===== config.mk =====
export PLATFORM = sky130hd
export DESIGN_NAME = tmr_regfile_scrub
export DESIGN_NICKNAME = d
export VERILOG_FILES = /design/src/rtl/tmr_regfile_scrub_pkg.sv /design/src/rtl/tmr_regfile_scrub_voter3.sv /design/src/rtl/tmr_regfile_scrub.sv
export SDC_FILE = /design/constraint.sdc
export NUM_CORES = 1
export LEC_CHECK = 0
export ABC_CLOCK_PERIOD_IN_PS = 8900
export CAP_MARGIN = 20
export CELL_PAD_IN_SITES_DETAIL_PLACEMENT = 1
export CELL_PAD_IN_SITES_GLOBAL_PLACEMENT = 1
export CORE_MARGIN = 2
export CORE_UTILIZATION = 35
export DETAILED_ROUTE_END_ITERATION = 7
export PLACE_DENSITY = 0.6
export SYNTH_ARGS = -nofsm -noshare
export SYNTH_HDL_FRONTEND = slang
export SYNTH_SLANG_ARGS = --single-unit

===== constraint.sdc =====
create_clock -name clk -period 8.9 [get_ports clk]
set_input_delay 1.78 -clock clk [delete_from_list [all_inputs] [get_ports clk]]
set_output_delay 1.78 -clock clk [all_outputs]
set_load 0.05 [all_outputs]

===== src/rtl/tmr_regfile_scrub_pkg.sv =====
// Shared types and constants for the triplicated, scrubbed register file.
package tmr_pkg;

  typedef enum logic [1:0] {
    IDLE,
    SCAN,
    FIX
  } scrub_state_e;

  localparam logic [1:0] REP0     = 2'd0;
  localparam logic [1:0] REP1     = 2'd1;
  localparam logic [1:0] REP2     = 2'd2;
  localparam logic [1:0] REP_NONE = 2'd3;

  // True when at least two of the three replicas disagree with the vote.
  function automatic logic multi_dev(input logic [2:0] dev);
    return (dev[0] & dev[1]) | (dev[0] & dev[2]) | (dev[1] & dev[2]);
  endfunction

endpackage


===== src/rtl/tmr_regfile_scrub_voter3.sv =====
// W-bit bitwise 2-of-3 majority voter with per-replica deviation flags.
module voter3 #(
  parameter int W = 8
) (
  input  logic [W-1:0] a,
  input  logic [W-1:0] b,
  input  logic [W-1:0] c,
  output logic [W-1:0] y,
  output logic [2:0]   dev
);

  always_comb begin
    y   = (a & b) | (a & c) | (b & c);
    dev = {c != y, b != y, a != y};
  end

endmodule


===== src/rtl/tmr_regfile_scrub.sv =====
// Triplicated register file with voted read port, fault injection and a
// background scrubber that rewrites diverged replicas.
module tmr_regfile_scrub
  import tmr_pkg::*;
#(
  parameter int W     = 8,
  parameter int DEPTH = 16,
  parameter int CNT_W = 8,
  localparam int AW   = $clog2(DEPTH)
) (
  input  logic             clk,
  input  logic             rst_n,
  input  logic             we,
  input  logic [AW-1:0]    waddr,
  input  logic [W-1:0]     wdata,
  input  logic [AW-1:0]    raddr,
  output logic [W-1:0]     rdata,
  output logic             rd_err,
  input  logic             scrub_en,
  output logic             scrub_busy,
  output logic             pass_done,
  output logic             multi_err,
  output logic [CNT_W-1:0] corr_cnt,
  input  logic             clr_stats,
  input  logic             inj_en,
  input  logic [AW-1:0]    inj_addr,
  input  logic [1:0]       inj_rep,
  input  logic [W-1:0]     inj_mask
);

  logic [W-1:0] rep [3][DEPTH];

  scrub_state_e state;
  logic [AW-1:0] scrub_ptr;
  logic [W-1:0]  fix_val;
  logic          fix_multi;

  logic [W-1:0] rd_r0, rd_r1, rd_r2, sc_r0, sc_r1, sc_r2;
  logic [W-1:0] scr_voted;
  logic [2:0]   scr_dev, rd_dev;
  logic         inj_valid, ptr_hit, fix_commit, advance, ptr_last;

  assign rd_r0 = rep[0][raddr];
  assign rd_r1 = rep[1][raddr];
  assign rd_r2 = rep[2][raddr];
  assign sc_r0 = rep[0][scrub_ptr];
  assign sc_r1 = rep[1][scrub_ptr];
  assign sc_r2 = rep[2][scrub_ptr];

  voter3 #(.W(W)) u_rd_vote (.a(rd_r0), .b(rd_r1), .c(rd_r2), .y(rdata), .dev(rd_dev));
  voter3 #(.W(W)) u_sc_vote (.a(sc_r0), .b(sc_r1), .c(sc_r2), .y(scr_voted), .dev(scr_dev));

  assign rd_err     = |rd_dev;
  assign scrub_busy = (state != IDLE);

  always_comb begin
    inj_valid  = inj_en && (inj_rep != REP_NONE);
    ptr_hit    = (we && waddr == scrub_ptr) || (inj_valid && inj_addr == scrub_ptr);
    fix_commit = (state == FIX) && !ptr_hit;
    advance    = ((state == SCAN) && !(|scr_dev)) || fix_commit;
    ptr_last   = (scrub_ptr == AW'(DEPTH - 1));
  end

  // Later assignments override earlier ones: write > inject > scrub fix.
  always_ff @(posedge clk or negedge rst_n) begin
    if (!rst_n) begin
      for (int unsigned k = 0; k < 3; k++)
        for (int unsigned i = 0; i < DEPTH; i++)
          rep[k][i] <= '0;
    end else begin
      for (int unsigned k = 0; k < 3; k++) begin
        if (fix_commit) rep[k][scrub_ptr] <= fix_val;
        if (inj_valid && inj_rep == 2'(k)) rep[k][inj_addr] <= rep[k][inj_addr] ^ inj_mask;
        if (we) rep[k][waddr] <= wdata;
      end
    end
  end

  always_ff @(posedge clk or negedge rst_n) begin
    if (!rst_n) begin
      state     <= IDLE;
      scrub_ptr <= '0;
      fix_val   <= '0;
      fix_multi <= 1'b0;
      pass_done <= 1'b0;
      corr_cnt  <= '0;
      multi_err <= 1'b0;
    end else begin
      pass_done <= 1'b0;
      case (state)
        IDLE: begin
          if (scrub_en) begin
            state     <= SCAN;
            scrub_ptr <= '0;
          end
        end
        // A dirty entry touched by a write/inject this cycle is re-voted
        // next cycle so a stale latched value never overwrites new data.
        SCAN: begin
          if ((|scr_dev) && !ptr_hit) begin
            state     <= FIX;
            fix_val   <= scr_voted;
            fix_multi <= multi_dev(scr_dev);
          end
        end
        FIX:     state <= SCAN;
        default: state <= IDLE;
      endcase

      if (advance) begin
        if (ptr_last) begin
          scrub_ptr <= '0;
          pass_done <= 1'b1;
          state     <= scrub_en ? SCAN : IDLE;
        end else begin
          scrub_ptr <= scrub_ptr + AW'(1);
        end
      end

      if (clr_stats) begin
        corr_cnt  <= '0;
        multi_err <= 1'b0;
      end else if (fix_commit) begin
        if (corr_cnt != '1) corr_cnt <= corr_cnt + CNT_W'(1);
        if (fix_multi) multi_err <= 1'b1;
      end
    end
  end

endmodule


==> out/results.tsv <==
stage	metric	value	unit
status	outcome	finished, final reports clean	
routing	firstDrtPassIters	5	
floorplan	core_area	86500	µm²
clock_tree	cts_root_buf	clkbuf_16	
timing	hold_viol	0	
power_and_ir_drop	pwr-share-comb	45.3	%
power_and_ir_drop	clkPwrFrac	19.6	%
clock_tree	cts_buffer_depth	3	
worst_setup_path	critPathMaxFanout	49	
power_and_ir_drop	sw_frac_of_total	46.9	%
routing	routed_via_density	7.15	
power_and_ir_drop	p_int	6.04	mW
final_layout	areaGrowthSynthToFinish	12.9	%
grt	overflow	0	
job	maxCapViolations	0	
timing	tightest_slew	1.26	ns
synthesis	synthXorXnorAreaFrac	1.07	%
floorplan	die-area	89300	µm²
clock_tree	cts_setup_buffers	0	
timing	tns	0	ns
synthesis	seq_area_frac_synth	33.6	%
floorplan	rows	108	
routing	routed_wl	167000	µm
worst_setup_path	regToRegSetupSlack	3.55	ns
floorplan	ioPinCount	56	
placement	dpl.hpwl	125000	µm
worst_setup_path	cpMaxStageDelayCell	buf_4	
routing	drc	0	
timing	skew	0.0386	ns
worst_setup_path	crit_type	in -> out	
final_layout	fin_nets	2971	
worst_setup_path	max_stage_delay	0.81	ns
clock_tree	clock_latency	0.67	ns
timing	fmax	133	MHz
clock_tree	clkSlewWorstSetupHoldPaths	0.06	ns
floorplan	die_x	299	µm
floorplan	start_util	35.2	%
synthesis	synth_cells	2988	
worst_hold_path	min_path_type	reg -> reg	
final_layout	final_cell_area	34300	µm²
power_and_ir_drop	powerDensity	331	nW/µm²
synthesis	synth_seq_cells	409	
worst_hold_path	whs_path_depth	1	
synthesis	muxShareOfSynthArea	27.4	%
worst_setup_path	crit_required	7.12	ns
worst_setup_path	critPathLaunchType	input port	
power_and_ir_drop	seqPwrFrac	35.1	%
worst_setup_path	critPathArrivalTime	5.75	ns
synthesis	synthAdderAreaFrac	0.732	%
clock_tree	cts_hold_buf	0	
worst_setup_path	cp-end-kind	output pin	
timing	period_needed	7.53	ns
timing	worst_slack	1.37	ns
synthesis	synth-simple-area-share	13.6	%
timing	hold_ws	0.517	ns
clock_tree	cts.repair.resized	0	
routing	first_iter_violations	4275	
routing	num_vias	29506	
worst_setup_path	cp_num_buf_inv	3	
worst_setup_path	worstReg2RegEnd	fix_val[7]$_DFFE_PN0P_	
synthesis	synth_area	30400	µm²
worst_setup_path	r2r_start	scrub_ptr[0]$_DFFE_PN0P_	
final_layout	layout_commonest_cell	dfrtp_1	
final_layout	drive_above_1_share	19.9	%
power_and_ir_drop	totalPowerFinal	11.4	mW
placement	port_buffers	55	
power_and_ir_drop	p_sw	5.34	mW
placement	gp_congestion	0.992	
grt	grtUsageTotal	36.9	%
grt	grt_pass1_vias	29584	
floorplan	die-height	299	µm
grt	grt_antenna_before_repair	8	
synthesis	synth_compound_area_share	19.9	%
worst_setup_path	crit_chain	buf_6 -> buf_4 -> mux4_2 -> mux4_2 -> nor2_1 -> nor2_1 -> nor2_1 -> nand3_1 -> nor2_1 -> nand2_1 -> clkdlybuf4s50_1	
timing	drv_slew	0	
timing	setup_viol	0	
worst_hold_path	hp-start	fix_multi$_DFFE_PN0P_	
worst_setup_path	crit_path_frequent_cell	nor2_1	
clock_tree	cts-buffers-inserted	54	
clock_tree	cts_num_sinks	409	
grt	grt_first_pass_wirelength	235000	µm
placement	placed_cell_area	32300	µm²
power_and_ir_drop	p_leak	13.2	nW
routing	wire_per_inst	40.4	µm
synthesis	ys_types	49	
worst_hold_path	holdPathEnd	fix_multi$_DFFE_PN0P_	
routing	antenna_left	0	
worst_setup_path	r2r.worst_path.cells	11	
clock_tree	cts.htree.levels	2	
final_layout	layout_common_cells	407 x dfrtp_1, 380 x nor2_1, 336 x mux4_2	
placement	dp_slack	1.30	ns
synthesis	ys_warn_count	0	
timing	grt_setup_unrepaired	false	
clock_tree	cts_tree	yes	
timing	slew_headroom	15.8	%
grt	grt_start_max_net_pins	141	
synthesis	synth_nets	3029	
worst_setup_path	critPathTopFamily	buffers and inverters	
synthesis	syn_avg_cell_area	10.2	µm²
synthesis	synth_top_family_by_area	multiplexers	
timing	fin_crit_sh	84.7	%
power_and_ir_drop	peakVddDrop	0.000165	V
[worst register-to-register path: cells and delay by family, from the launching register on]
kind	cells	cell delay, ns
simple gates	6	2.05
buf+inv	1	0.51
mux	3	1.16
flops	1	0.98
compound gates	1	0.53
[cell usage after synthesis (all sizes together)]
cell type,count,area (µm²)
a211oi,288,2160
a21oi,63,315
a221oi,4,60.1
a222oi,1,10.0
a22o,5,43.8
a22oi,50,375
and2,97,607
and3,1,6.26
and3b,2,17.5
buf,66,350
clkbuf,196,737
dfrtp,409,10200
ha,5,62.6
inv,5,18.8
maj3,16,160
mux2,9,101
mux2i,67,671
mux4,336,7570
nand2,332,1250
nand2b,10,62.6
nand3,69,345
nand3b,4,30.0
nand4,14,100
nor2,394,1480
nor2b,8,50.1
nor3,16,80.1
nor3b,2,20.0
nor4,3,33.8
o2111ai,1,8.76
o21a,2,15.0
o21ai,175,876
o221ai,1,8.76
o31ai,289,2170
o32ai,1,8.76
or2,2,12.5
or3,6,37.5
or3b,2,17.5
xnor2,6,52.6
xor2,31,272
[power groups by stage]
stage	Combinational, mW	Sequential (mW)	Clock (mW)
floorplan	3.50	2.95	0
global placement	4.82	3.87	0
detailed placement	4.96	3.86	0
CTS	4.99	3.85	2.26
global route	5.41	3.96	2.32
finish	5.15	3.99	2.23
[how the worst max path moves through the flow]
stage,start,to,slack (ns),cells after the start
finish,raddr[0],rd_err,1.37,11
global route,raddr[0],rd_err,1.05,11
CTS,raddr[0],rd_err,1.30,11
detailed placement,raddr[0],rd_err,1.30,10
global placement,raddr[0],rd_err,1.29,11
floorplan,raddr[0],rd_err,2.46,9
[cell type report]
class / count / area [µm²]
Antenna cell: 1 / 2.50
Tap cell: 1155 / 1450
Multi-Input combinational cell: 2312 / 19400
Fill cell: 9513 / 52100
Clock buffer: 79 / 1580
Sequential cell: 409 / 10200
Timing Repair Buffer: 148 / 1430
Clock inverter: 20 / 214
Inverter: 5 / 18.8
[cells by family after synthesis]
logic type | count (synthesis)
AO/OA/AOI/OAI | 880
buffers and inverters | 267
flip-flops | 409
multiplexers | 412
adder cells (fa/ha/maj) | 21
XOR/XNOR | 37
AND/OR/NAND/NOR | 962
[flip-flops by register name (all words and copies together) (netlist names)]
signal     cells
fix_multi      1
pass_done      1
rep          384
multi_err      1
scrub_ptr      4
fix_val        8
state          2
corr_cnt       8
[layer usage]
metal	part of all wire, %	global-route usage (%)
met3	12	11.6
met5	0.022	0
met4	3.9	12.6
met1	41	51.3
met2	43	54.3
[per-stage QoR]
step / utilization (%) / cells
3_5_place_dp: 37.4 / 4016
2_1_floorplan: - / 2988
6_report: 39.7 / 4129
5_1_grt: 39.7 / 4129
4_1_cts: 39.4 / 4115
3_3_place_gp: 37.3 / 4009
Note: power is estimated with default switching activity, not from simulation.
